==> src/rtl/recip_pkg.sv <==
// Shared types, default constants and range helper for the reciprocal divider.
package recip_pkg;

  typedef enum logic [1:0] {
    IDLE = 2'd0,
    DIV  = 2'd1,
    DONE = 2'd2
  } state_e;

  localparam int unsigned DEF_IN_W      = 11;
  localparam int unsigned DEF_OUT_W     = 8;
  localparam int unsigned DEF_TAG_W     = 8;
  localparam int unsigned DEF_NUMERATOR = 38400;
  localparam int unsigned DEF_SAT_BELOW = 193;
  localparam int unsigned DEF_MAX_IN    = 1250;
  localparam int unsigned DEF_SAT_VAL   = 255;

  function automatic logic in_range(input int unsigned x, input int unsigned lo,
                                    input int unsigned hi);
    return (x >= lo) && (x <= hi);
  endfunction

endpackage

==> src/rtl/recip_lut_div_if.sv <==
// Valid/ready request and response streams of the reciprocal divider.
interface recip_lut_div_if #(
  parameter int unsigned IN_W  = 11,
  parameter int unsigned OUT_W = 8,
  parameter int unsigned TAG_W = 8
);
  logic             in_valid;
  logic             in_ready;
  logic [IN_W-1:0]  in_data;
  logic [TAG_W-1:0] in_tag;
  logic             out_valid;
  logic             out_ready;
  logic [OUT_W-1:0] out_data;
  logic [TAG_W-1:0] out_tag;

  modport master (
    output in_valid, in_data, in_tag, out_ready,
    input  in_ready, out_valid, out_data, out_tag
  );

  modport slave (
    input  in_valid, in_data, in_tag, out_ready,
    output in_ready, out_valid, out_data, out_tag
  );
endinterface

==> src/rtl/recip_div_core.sv <==
// Restoring divider: one quotient bit per cycle, MSB first, N_W steps after start_i.
module recip_div_core
  import recip_pkg::*;
#(
  parameter int unsigned IN_W = DEF_IN_W,
  parameter int unsigned N_W  = 16
) (
  input  logic            clk,
  input  logic            rst,
  input  logic            start_i,
  input  logic [N_W-1:0]  dividend_i,
  input  logic [IN_W-1:0] divisor_i,
  output logic            last_o,
  output logic [N_W-1:0]  quot_next_o
);
  localparam int unsigned CNT_W = $clog2(N_W + 1);

  logic [IN_W:0]      rem_q, rem_d;
  logic [N_W-1:0]     acc_q, acc_d;
  logic [IN_W-1:0]    dvs_q, dvs_d;
  logic [CNT_W-1:0]   cnt_q, cnt_d;
  logic [IN_W+1:0]    rem_sh;
  logic               ge;
  logic [IN_W:0]      rem_step;
  logic [N_W-1:0]     acc_step;

  // acc_q shifts dividend bits out at the top and quotient bits in at the bottom
  always_comb begin
    rem_sh   = {rem_q, acc_q[N_W-1]};
    ge       = rem_sh >= {2'b00, dvs_q};
    rem_step = ge ? (IN_W+1)'(rem_sh - {2'b00, dvs_q}) : (IN_W+1)'(rem_sh);
    acc_step = {acc_q[N_W-2:0], ge};
  end

  always_comb begin
    rem_d = rem_q;
    acc_d = acc_q;
    dvs_d = dvs_q;
    cnt_d = cnt_q;
    if (start_i) begin
      rem_d = '0;
      acc_d = dividend_i;
      dvs_d = divisor_i;
      cnt_d = CNT_W'(N_W);
    end else if (cnt_q != '0) begin
      rem_d = rem_step;
      acc_d = acc_step;
      cnt_d = cnt_q - CNT_W'(1);
    end
  end

  always_ff @(posedge clk) begin
    if (rst) begin
      rem_q <= '0;
      acc_q <= '0;
      dvs_q <= '0;
      cnt_q <= '0;
    end else begin
      rem_q <= rem_d;
      acc_q <= acc_d;
      dvs_q <= dvs_d;
      cnt_q <= cnt_d;
    end
  end

  assign last_o      = (cnt_q == CNT_W'(1));
  assign quot_next_o = acc_step;
endmodule

==> src/rtl/recip_lut_div.sv <==
// Saturating floor(NUMERATOR / x) with tag passthrough and out-of-range bypass.
// Optional RECIP_ROUND_NEAREST_EN: divide (NUMERATOR + x/2) for round-to-nearest.
module recip_lut_div
  import recip_pkg::*;
#(
  parameter int unsigned IN_W      = DEF_IN_W,
  parameter int unsigned OUT_W     = DEF_OUT_W,
  parameter int unsigned TAG_W     = DEF_TAG_W,
  parameter int unsigned NUMERATOR = DEF_NUMERATOR,
  parameter int unsigned SAT_BELOW = DEF_SAT_BELOW,
  parameter int unsigned MAX_IN    = DEF_MAX_IN,
  parameter int unsigned SAT_VAL   = DEF_SAT_VAL
) (
  input  logic clk,
  input  logic rst,
  recip_lut_div_if.slave bus,
  output logic busy
);
`ifdef RECIP_ROUND_NEAREST_EN
  localparam int unsigned N_W = $clog2(NUMERATOR + (1 << (IN_W - 1)) + 1);
`else
  localparam int unsigned N_W = $clog2(NUMERATOR + 1);
`endif
  localparam logic [N_W:0] OUT_MAX = (N_W+1)'((1 << OUT_W) - 1);

  state_e             state_q, state_d;
  logic [OUT_W-1:0]   out_data_q, out_data_d;
  logic [TAG_W-1:0]   out_tag_q, out_tag_d;
  logic               start;
  logic [N_W-1:0]     dividend;
  logic               last;
  logic [N_W-1:0]     quot_next;

`ifdef RECIP_ROUND_NEAREST_EN
  assign dividend = N_W'(NUMERATOR) + N_W'(bus.in_data >> 1);
`else
  assign dividend = N_W'(NUMERATOR);
`endif

  recip_div_core #(
    .IN_W (IN_W),
    .N_W  (N_W)
  ) u_core (
    .clk         (clk),
    .rst         (rst),
    .start_i     (start),
    .dividend_i  (dividend),
    .divisor_i   (bus.in_data),
    .last_o      (last),
    .quot_next_o (quot_next)
  );

  always_comb begin
    state_d    = state_q;
    out_data_d = out_data_q;
    out_tag_d  = out_tag_q;
    start      = 1'b0;
    case (state_q)
      IDLE: if (bus.in_valid) begin
        out_tag_d = bus.in_tag;
        if (in_range(32'(bus.in_data), SAT_BELOW, MAX_IN)) begin
          start   = 1'b1;
          state_d = DIV;
        end else begin
          out_data_d = OUT_W'(SAT_VAL);
          state_d    = DONE;
        end
      end
      DIV: if (last) begin
        out_data_d = ({1'b0, quot_next} > OUT_MAX) ? OUT_W'(SAT_VAL) : quot_next[OUT_W-1:0];
        state_d    = DONE;
      end
      DONE: if (bus.out_ready) state_d = IDLE;
      default: state_d = IDLE;
    endcase
  end

  always_ff @(posedge clk) begin
    if (rst) begin
      state_q    <= IDLE;
      out_data_q <= '0;
      out_tag_q  <= '0;
    end else begin
      state_q    <= state_d;
      out_data_q <= out_data_d;
      out_tag_q  <= out_tag_d;
    end
  end

  assign bus.in_ready  = (state_q == IDLE);
  assign bus.out_valid = (state_q == DONE);
  assign bus.out_data  = out_data_q;
  assign bus.out_tag   = out_tag_q;
  assign busy          = (state_q != IDLE);
endmodule
==> src/flat_wrapper.sv <==
// flat-port wrapper written by rule: the top's interface ports become plain ports
module recip_lut_div_flat import recip_pkg::*;
#(
  parameter int unsigned IN_W      = DEF_IN_W,
  parameter int unsigned OUT_W     = DEF_OUT_W,
  parameter int unsigned TAG_W     = DEF_TAG_W,
  parameter int unsigned NUMERATOR = DEF_NUMERATOR,
  parameter int unsigned SAT_BELOW = DEF_SAT_BELOW,
  parameter int unsigned MAX_IN    = DEF_MAX_IN,
  parameter int unsigned SAT_VAL   = DEF_SAT_VAL
)
  (clk, rst, busy, bus_in_valid, bus_in_data, bus_in_tag, bus_out_ready, bus_in_ready, bus_out_valid, bus_out_data, bus_out_tag);
  recip_lut_div_if #(.IN_W(IN_W), .OUT_W(OUT_W), .TAG_W(TAG_W)) bus_i ();
  input  logic clk;
  input  logic rst;
  output logic busy;
  input wire logic [$bits(bus_i.in_valid)-1:0] bus_in_valid;
  input wire logic [$bits(bus_i.in_data)-1:0] bus_in_data;
  input wire logic [$bits(bus_i.in_tag)-1:0] bus_in_tag;
  input wire logic [$bits(bus_i.out_ready)-1:0] bus_out_ready;
  output wire logic [$bits(bus_i.in_ready)-1:0] bus_in_ready;
  output wire logic [$bits(bus_i.out_valid)-1:0] bus_out_valid;
  output wire logic [$bits(bus_i.out_data)-1:0] bus_out_data;
  output wire logic [$bits(bus_i.out_tag)-1:0] bus_out_tag;
  assign bus_i.in_valid = bus_in_valid;
  assign bus_i.in_data = bus_in_data;
  assign bus_i.in_tag = bus_in_tag;
  assign bus_i.out_ready = bus_out_ready;
  assign bus_in_ready = bus_i.in_ready;
  assign bus_out_valid = bus_i.out_valid;
  assign bus_out_data = bus_i.out_data;
  assign bus_out_tag = bus_i.out_tag;
  recip_lut_div #(.IN_W(IN_W), .OUT_W(OUT_W), .TAG_W(TAG_W), .NUMERATOR(NUMERATOR), .SAT_BELOW(SAT_BELOW), .MAX_IN(MAX_IN), .SAT_VAL(SAT_VAL)) u_core (.clk(clk), .rst(rst), .bus(bus_i), .busy(busy));
endmodule
==> config.mk <==
export PLATFORM = sky130hd
export DESIGN_NAME = recip_lut_div_flat
export DESIGN_NICKNAME = d
export VERILOG_FILES = /design/src/rtl/recip_pkg.sv /design/src/rtl/recip_lut_div_if.sv /design/src/rtl/recip_div_core.sv /design/src/rtl/recip_lut_div.sv /design/src/flat_wrapper.sv
export SDC_FILE = /design/constraint.sdc
export NUM_CORES = 1
export LEC_CHECK = 0
export BUFFER_PORTS_ARGS = -buffer_cell sky130_fd_sc_hd__buf_2
export CORE_ASPECT_RATIO = 1.75
export CORE_MARGIN = 2
export CORE_UTILIZATION = 40
export CTS_CLUSTER_DIAMETER = 150
export DETAILED_ROUTE_END_ITERATION = 16
export PLACE_DENSITY = 0.68
export SYNTH_ARGS = -nofsm -noshare
export SYNTH_HDL_FRONTEND = slang
export SYNTH_SLANG_ARGS = --single-unit
==> constraint.sdc <==
create_clock -name clk -period 4.1 [get_ports clk]
set_input_delay 0.41 -clock clk [delete_from_list [all_inputs] [get_ports clk]]
set_output_delay 0.41 -clock clk [all_outputs]
set_load 0.02 [all_outputs]
======== Word-level counts from Yosys, hierarchy flattened ========
Cells that the tools add are included.
cells by class
  eq/ne operators ......................... 7
  magnitude comparators ................... 4
  add/subtract/negate cells ............... 2
  reductions and logical operators ........ 10
  muxes and demuxes ....................... 18
operator list
  kind                                                                                  count
  16-bit two-way mux                                                                    2
  8-bit two-way mux                                                                     4
  16-bit by 8-bit greater-than comparator with 1-bit output, second input constant      1
  8-bit case mux with 2 select lines                                                    1
  13-bit by 11-bit greater-or-equal comparator with 1-bit output                        1
  12-bit two-way mux                                                                    1
  12-bit by 11-bit subtractor with 12-bit output                                        1
  11-bit by 8-bit greater-or-equal comparator with 1-bit output, second input constant  1
  11-bit <= comparator, second input constant                                           1
  5-bit two-way mux                                                                     2
  2-bit two-way mux                                                                     4
  2-bit != test, second input constant                                                  3
  2-bit case mux with 3 select lines                                                    1
  2-bit nonzero test                                                                    3
  5-bit by 1-bit equality test with 1-bit output, second input constant                 1
  5-bit nonzero test                                                                    1
  5-bit by 1-bit subtractor with 5-bit output, second input constant                    1
  4-bit AND reduction                                                                   1
  1-bit two-way mux                                                                     3
  3-bit AND reduction                                                                   1
  2-bit by 1-bit equality test with 1-bit output, second input constant                 1
  2-bit equality test, second input constant                                            1
  2-bit zero test                                                                       1
  2-bit by 1-bit != test with 1-bit output, second input constant                       1
  other kinds (3)                                                                       3
word-level totals
  register bits after elaboration ......... 62
  input port bits ......................... 23
  logic and storage cells ................. 50
  output and inout bits ................... 19

======== Depth between registers and ports, before layout ========
  depth in word-level cells ............... 6
  depth in mapped cells ................... 9
  gate-level depth less buffers ........... 9

======== By module ========
A second synthesis with hierarchy kept.
unflattened totals
  cell total of the unflattened synthesis .. 430
  area total of the unflattened synthesis .. 3588.4 um2
by module, submodules not included
  module          sequential area each (um2)  area each (um2)  cells an instance  times used
  recip_div_core  880.8                       2670.1           323                1
  recip_lut_div   360.3                       918.4            107                1

======== Worst setup path before layout ========
OpenSTA, ideal clock, no wires.
  path kind ............................... register to register
  start ................................... register u_core.u_core.acc_q[15]
  end ..................................... register u_core.u_core.rem_q[10]
  cell stages (with the launch flop) ...... 10
  period minus slack after synthesis ...... 2.201 ns
  required time ........................... 4.012 ns
  library setup time ...................... 0.088 ns
  path slack .............................. 1.899 ns
  arrival ................................. 2.113 ns
  buffers on the path ..................... 0
  path through ............................ dfxtp_1 > inv_1 > ha_1 > fa_1 > and2b_2 > o31a_2 > nor4b_2 > nor3_1 > or3b_1 > a311oi_2
between the ends
  longest elaborated chain between the ends .. 2
  elaborated cells on any way between the ends .. 3
  classes of those cells .................. add/sub: 1; order compare: 1; mux: 1
ends and longest elaborated chain
  what                                                                                                                              RTL line                                    text
  start, declared                                                                                                                   recip_div_core.sv:19                        logic [N_W-1:0] acc_q, acc_d;
  start signal, assigned                                                                                                            recip_div_core.sv:55                        acc_q <= '0;
  start signal, assigned                                                                                                            recip_div_core.sv:60                        acc_q <= acc_d;
  12-bit by 11-bit subtractor with 12-bit output or 13-bit by 11-bit greater-or-equal comparator with 1-bit output (tied branches)  recip_div_core.sv:31, recip_div_core.sv:30
  12-bit two-way mux (*)                                                                                                            recip_div_core.sv:31                        rem_step = ge ? (IN_W+1)'(rem_sh - {2'b00, dvs_q}) : (IN_W+1)'(rem_sh);
  end signal, assigned                                                                                                              recip_div_core.sv:59                        rem_q <= rem_d;
  end, declared                                                                                                                     recip_div_core.sv:18                        logic [IN_W:0] rem_q, rem_d;
Every way passes the cells marked *; elsewhere a longest branch is shown, timed or not.
A chain may end at the register's enable or synchronous reset.

======== Final worst setup path ========
  start ................................... register u_core.u_core.dvs_q[6]
  end ..................................... register u_core.u_core.rem_q[3]
between the ends
  longest elaborated chain between the ends .. 2
ends and longest elaborated chain
  what                                                            RTL line              text
  start, declared                                                 recip_div_core.sv:20  logic [IN_W-1:0] dvs_q, dvs_d;
  start signal, assigned                                          recip_div_core.sv:61  dvs_q <= dvs_d;
  13-bit by 11-bit greater-or-equal comparator with 1-bit output  recip_div_core.sv:30  ge = rem_sh >= {2'b00, dvs_q};
  12-bit two-way mux                                              recip_div_core.sv:31
No other way between the ends.

==> summary by stage <==
Synthesis
Among all flip-flop cells after synthesis, the most frequent one is sky130_fd_sc_hd__dfxtp_1. The post-synthesis cell count is 380. The share of synthesized registers carrying an async set or reset is 0%.

The number of warnings printed during yosys synthesis is 0. Sorting the synthesized cells by area gives the leading types as sky130_fd_sc_hd__dfxtp_1 (40%), sky130_fd_sc_hd__nand2_1 (7.5%), sky130_fd_sc_hd__nor2_1 (6.7%). The cell type with the highest aggregate area in the netlist is sky130_fd_sc_hd__dfxtp_1.

Yosys mapped a number of flops with a built-in enable equal to 0. The top-area cell type share of the netlist area is 40.2%. For this run, the register share of the synthesized area comes to 40.2%.

Counting flops and latches in the post-synthesis netlist gives 62. In the synthesized netlist, the cells that appear most often are sky130_fd_sc_hd__dfxtp_1 (62), sky130_fd_sc_hd__nand2_1 (62), sky130_fd_sc_hd__nor2_1 (55). Synthesis produced a netlist with a net count of 417. The count of unique library cells instantiated by Yosys is 56.

The average cell area after synthesis is 8.12 sq um. The post-synth design cell area is 3080 sq um.

Power
Of the total power, registers draw 27.5%. The overall power after layout is 2.89 mW. VDD sags by at most 0.000413 V. The internal power is 1.70 mW.

The power density over the cells is 796 nW/um^2. The total net switching power is 1.19 mW. Net switching is 41.2% of the power.

In this run, the combinational gates consume 46.3% of the power. The analysis attributes to cell leakage a power of 1.53 nW. The part of the power in the clock network is 26.2%.

Global routing
The via count of the first global-routing pass is 2592. After global routing the overflow that remains totals 0. The pin count of the biggest net entering global routing is 41. The first global-routing pass estimated 12100 microns of wire.

The initial antenna violation count is 0. In the global route stage, overall resource usage came out at 18.2%.

Placement
In this run the cell area measured after placement is 3330 sq um. The minimum setup slack after placement is 1.67 ns. The weighted congestion reported at the end of routability-driven placement is 0.903.

The number of port buffers is 41. Counting tap cells, the placed design contains a total of 494 instances. The detailed placer's ending HPWL is 5290 microns.

STA
The worst hold slack is 0.309 ns. For the pin with the worst max-slew slack, the measured transition is 0.970 ns. The number of failing hold endpoints at the final stage was 0. Setup repair after global routing left no endpoint under its margin. The maximum achievable frequency is 0.414 GHz. Clock skew on the completed layout was measured at 0.00699 ns. Setup violations remaining at the end of the flow were counted as 0.

The number of pins with negative max-slew slack in the final report is 0. The worst path setup slack after routing is 1.68 ns. Of the available clock period, the critical path in the final layout requires 58.9%. In this run the tightest slew margin relative to its limit is 35.3%.

For the final routed database, the setup TNS stands at 0 ns. The smallest clock period supported by the final layout is computed as 2.42 ns.

Critical path
The worst register-to-register path ends at u_core.u_core.rem_q[3]. The most critical setup path has its startpoint at u_core.u_core.dvs_q[6]. Across all register-to-register paths, the minimum setup slack is 1.68 ns. In this run the worst setup path terminates at u_core.u_core.rem_q[3]. In this run the worst path has a maximum fanout of 11. For the worst setup path, the data arrival time is 2.66 ns. The required time at the endpoint of the critical path is 4.34 ns. The kind of critical path is reg -> reg. STA classifies the critical path startpoint as a flip-flop. STA classifies the critical path endpoint as a flip-flop. For the worst flop-to-flop path, the logic depth is 8. The startpoint identified for the worst register-to-register timing path is u_core.u_core.dvs_q[6].

Worst hold path
The tightest min-delay check is of the in -> reg type.

Floorplan
The die covers 8460 sq um. In this run the core area contains 42 standard-cell rows. For this configuration, the core starts out at a cell density of 41.0%. The core region is 7510 sq um. The die is 70.4 microns wide.

The height of the chip is 120 microns. The boundary pin count is 42.

Run status
The flow ran to the end, and the final reports show no timing, DRC or antenna violations.

Routing
The vias per cell is 5.43. The number of DRC violations after detailed routing is 0. The aggregate routed wire length is 7170 microns. The iteration-0 DRC count of the detailed router is 130. Dividing the detail-routed wire length by the instance count gives 14.1 microns. The overall via count from detail_route is 2771. The count of nets left with antenna violations after detail routing is 0.

For this run, the detailed router's first-pass iteration total came to 5.

CTS
The CTS tree is built. The count of cells resized by post-cts repair is 0. The clock latency on the worst-skew pair is 0.33 ns. Counting every sink on the clock net gives 62.

The clock tree synthesis step divided the H-tree into 3 levels. The number of buffers created by CTS is 9. The root buffer cell chosen for the clock tree is sky130_fd_sc_hd__clkbuf_16. The post-CTS setup buffer count is 0. The deepest clock path buffer count is 2. After clock tree synthesis, the clock-pin slew on the worst setup and hold paths is 0.06 ns. The number of hold buffers added after CTS was 0.

Final layout
Leaving out filler cells and counting taps, the final layout contains 510. The net count of the finished layout is 454. Relative to the synthesized area, the layout overhead comes to 17.6%. The fraction of layout instances using a drive strength above 1 is 17.5%. The repair_antennas step left the layout with diodes totalling 0. The cell area after layout is 3630 sq um. At the end of the flow the core is filled with cells to 48.3%.

After filler insertion, the fill cell instance count of the layout stands at 733.

Run
The count of maximum capacitance violations is 0.
-- cell type report --
type | instances | area (sq um) | area share [%]
multi-input combinational | 283 | 1700 | 46.8
sequential | 62 | 1240 | 34.2
clock buffer | 9 | 225 | 6.21
timing repair buffer | 41 | 205 | 5.66
tap | 88 | 110 | 3.04
inverter | 20 | 75.1 | 2.07
clock inverter | 7 | 72.6 | 2.00
-- kinds of logic (layout without fill, tap and decap cells) --
| group | Yosys count | after routing | share of synthesized area [%] |
|---|---|---|---|
| adder cells (fa/ha/maj) | 14 | 14 | 5.92 |
| AND/OR/NAND/NOR | 154 | 154 | 22.4 |
| AO/OA/AOI/OAI | 94 | 94 | 20.0 |
| flip-flops | 62 | 62 | 40.2 |
| buffers and inverters | 35 | 77 | 4.79 |
| XOR/XNOR | 6 | 6 | 1.70 |
| multiplexers | 15 | 15 | 4.91 |
-- power groups by stage --
stage	registers, mW	logic, mW	clock network [mW]
6_report	0.793	1.34	0.756
5_1_grt	0.810	1.50	0.795
4_1_cts	0.793	1.34	0.770
3_5_place_dp	0.804	1.34	0
3_3_place_gp	0.801	1.32	0
2_1_floorplan	0.807	1.07	0
-- layer usage --
layer	part of all wire (%)	track usage, %
met1	40	18.8
met2	51	31.4
met3	3.6	4.28
met4	5.5	13.0
met5	0	0
-- critical path, cell delays in order, from the launching register on --
cell	delay [ns]
sky130_fd_sc_hd__dfxtp_1	0.34
sky130_fd_sc_hd__inv_1	0.09
sky130_fd_sc_hd__ha_1	0.37
sky130_fd_sc_hd__a211oi_2	0.33
sky130_fd_sc_hd__o21a_1	0.24
sky130_fd_sc_hd__o21a_1	0.17
sky130_fd_sc_hd__nand2_1	0.31
sky130_fd_sc_hd__mux2i_1	0.21
sky130_fd_sc_hd__a211oi_1	0.25
-- state kept, by name, indices dropped and copies added, names as in the netlist --
register             cells
u_core.bus.out_data      8
u_core.bus.out_tag       8
u_core.u_core.acc_q     16
u_core.u_core.cnt_q      5
u_core.state_q           2
u_core.u_core.rem_q     12
u_core.u_core.dvs_q     11
-- placed cells by master (no fill, tap or decap), types with 9 or more instances in the layout --
cell type                   netlist  routed
sky130_fd_sc_hd__nor2_1          55      54
sky130_fd_sc_hd__clkbuf_16        0       9
sky130_fd_sc_hd__o21ai_0         12      12
sky130_fd_sc_hd__nand2_1         62      62
sky130_fd_sc_hd__a21oi_1         39      39
sky130_fd_sc_hd__inv_1           19      19
sky130_fd_sc_hd__ha_1            13      13
sky130_fd_sc_hd__dfxtp_1         62      62
sky130_fd_sc_hd__buf_2            1      41
sky130_fd_sc_hd__mux2i_1         14      14
-- worst min-delay path by stage --
stage,depth (start not counted),slack (ns),to,from
finish,3,0.31,u_core.bus.out_tag[7],bus_in_tag[7]
global route,3,0.33,u_core.bus.out_tag[7],bus_in_tag[7]
detailed placement,2,0.45,u_core.bus.out_tag[2],u_core.bus.out_tag[2]
floorplan,2,0.44,u_core.u_core.acc_q[14],u_core.u_core.acc_q[14]
CTS,3,0.30,u_core.bus.out_tag[7],bus_in_tag[7]
global placement,2,0.44,u_core.bus.out_tag[3],u_core.bus.out_tag[3]
No activity file was read; power rests on OpenSTA's default activity.
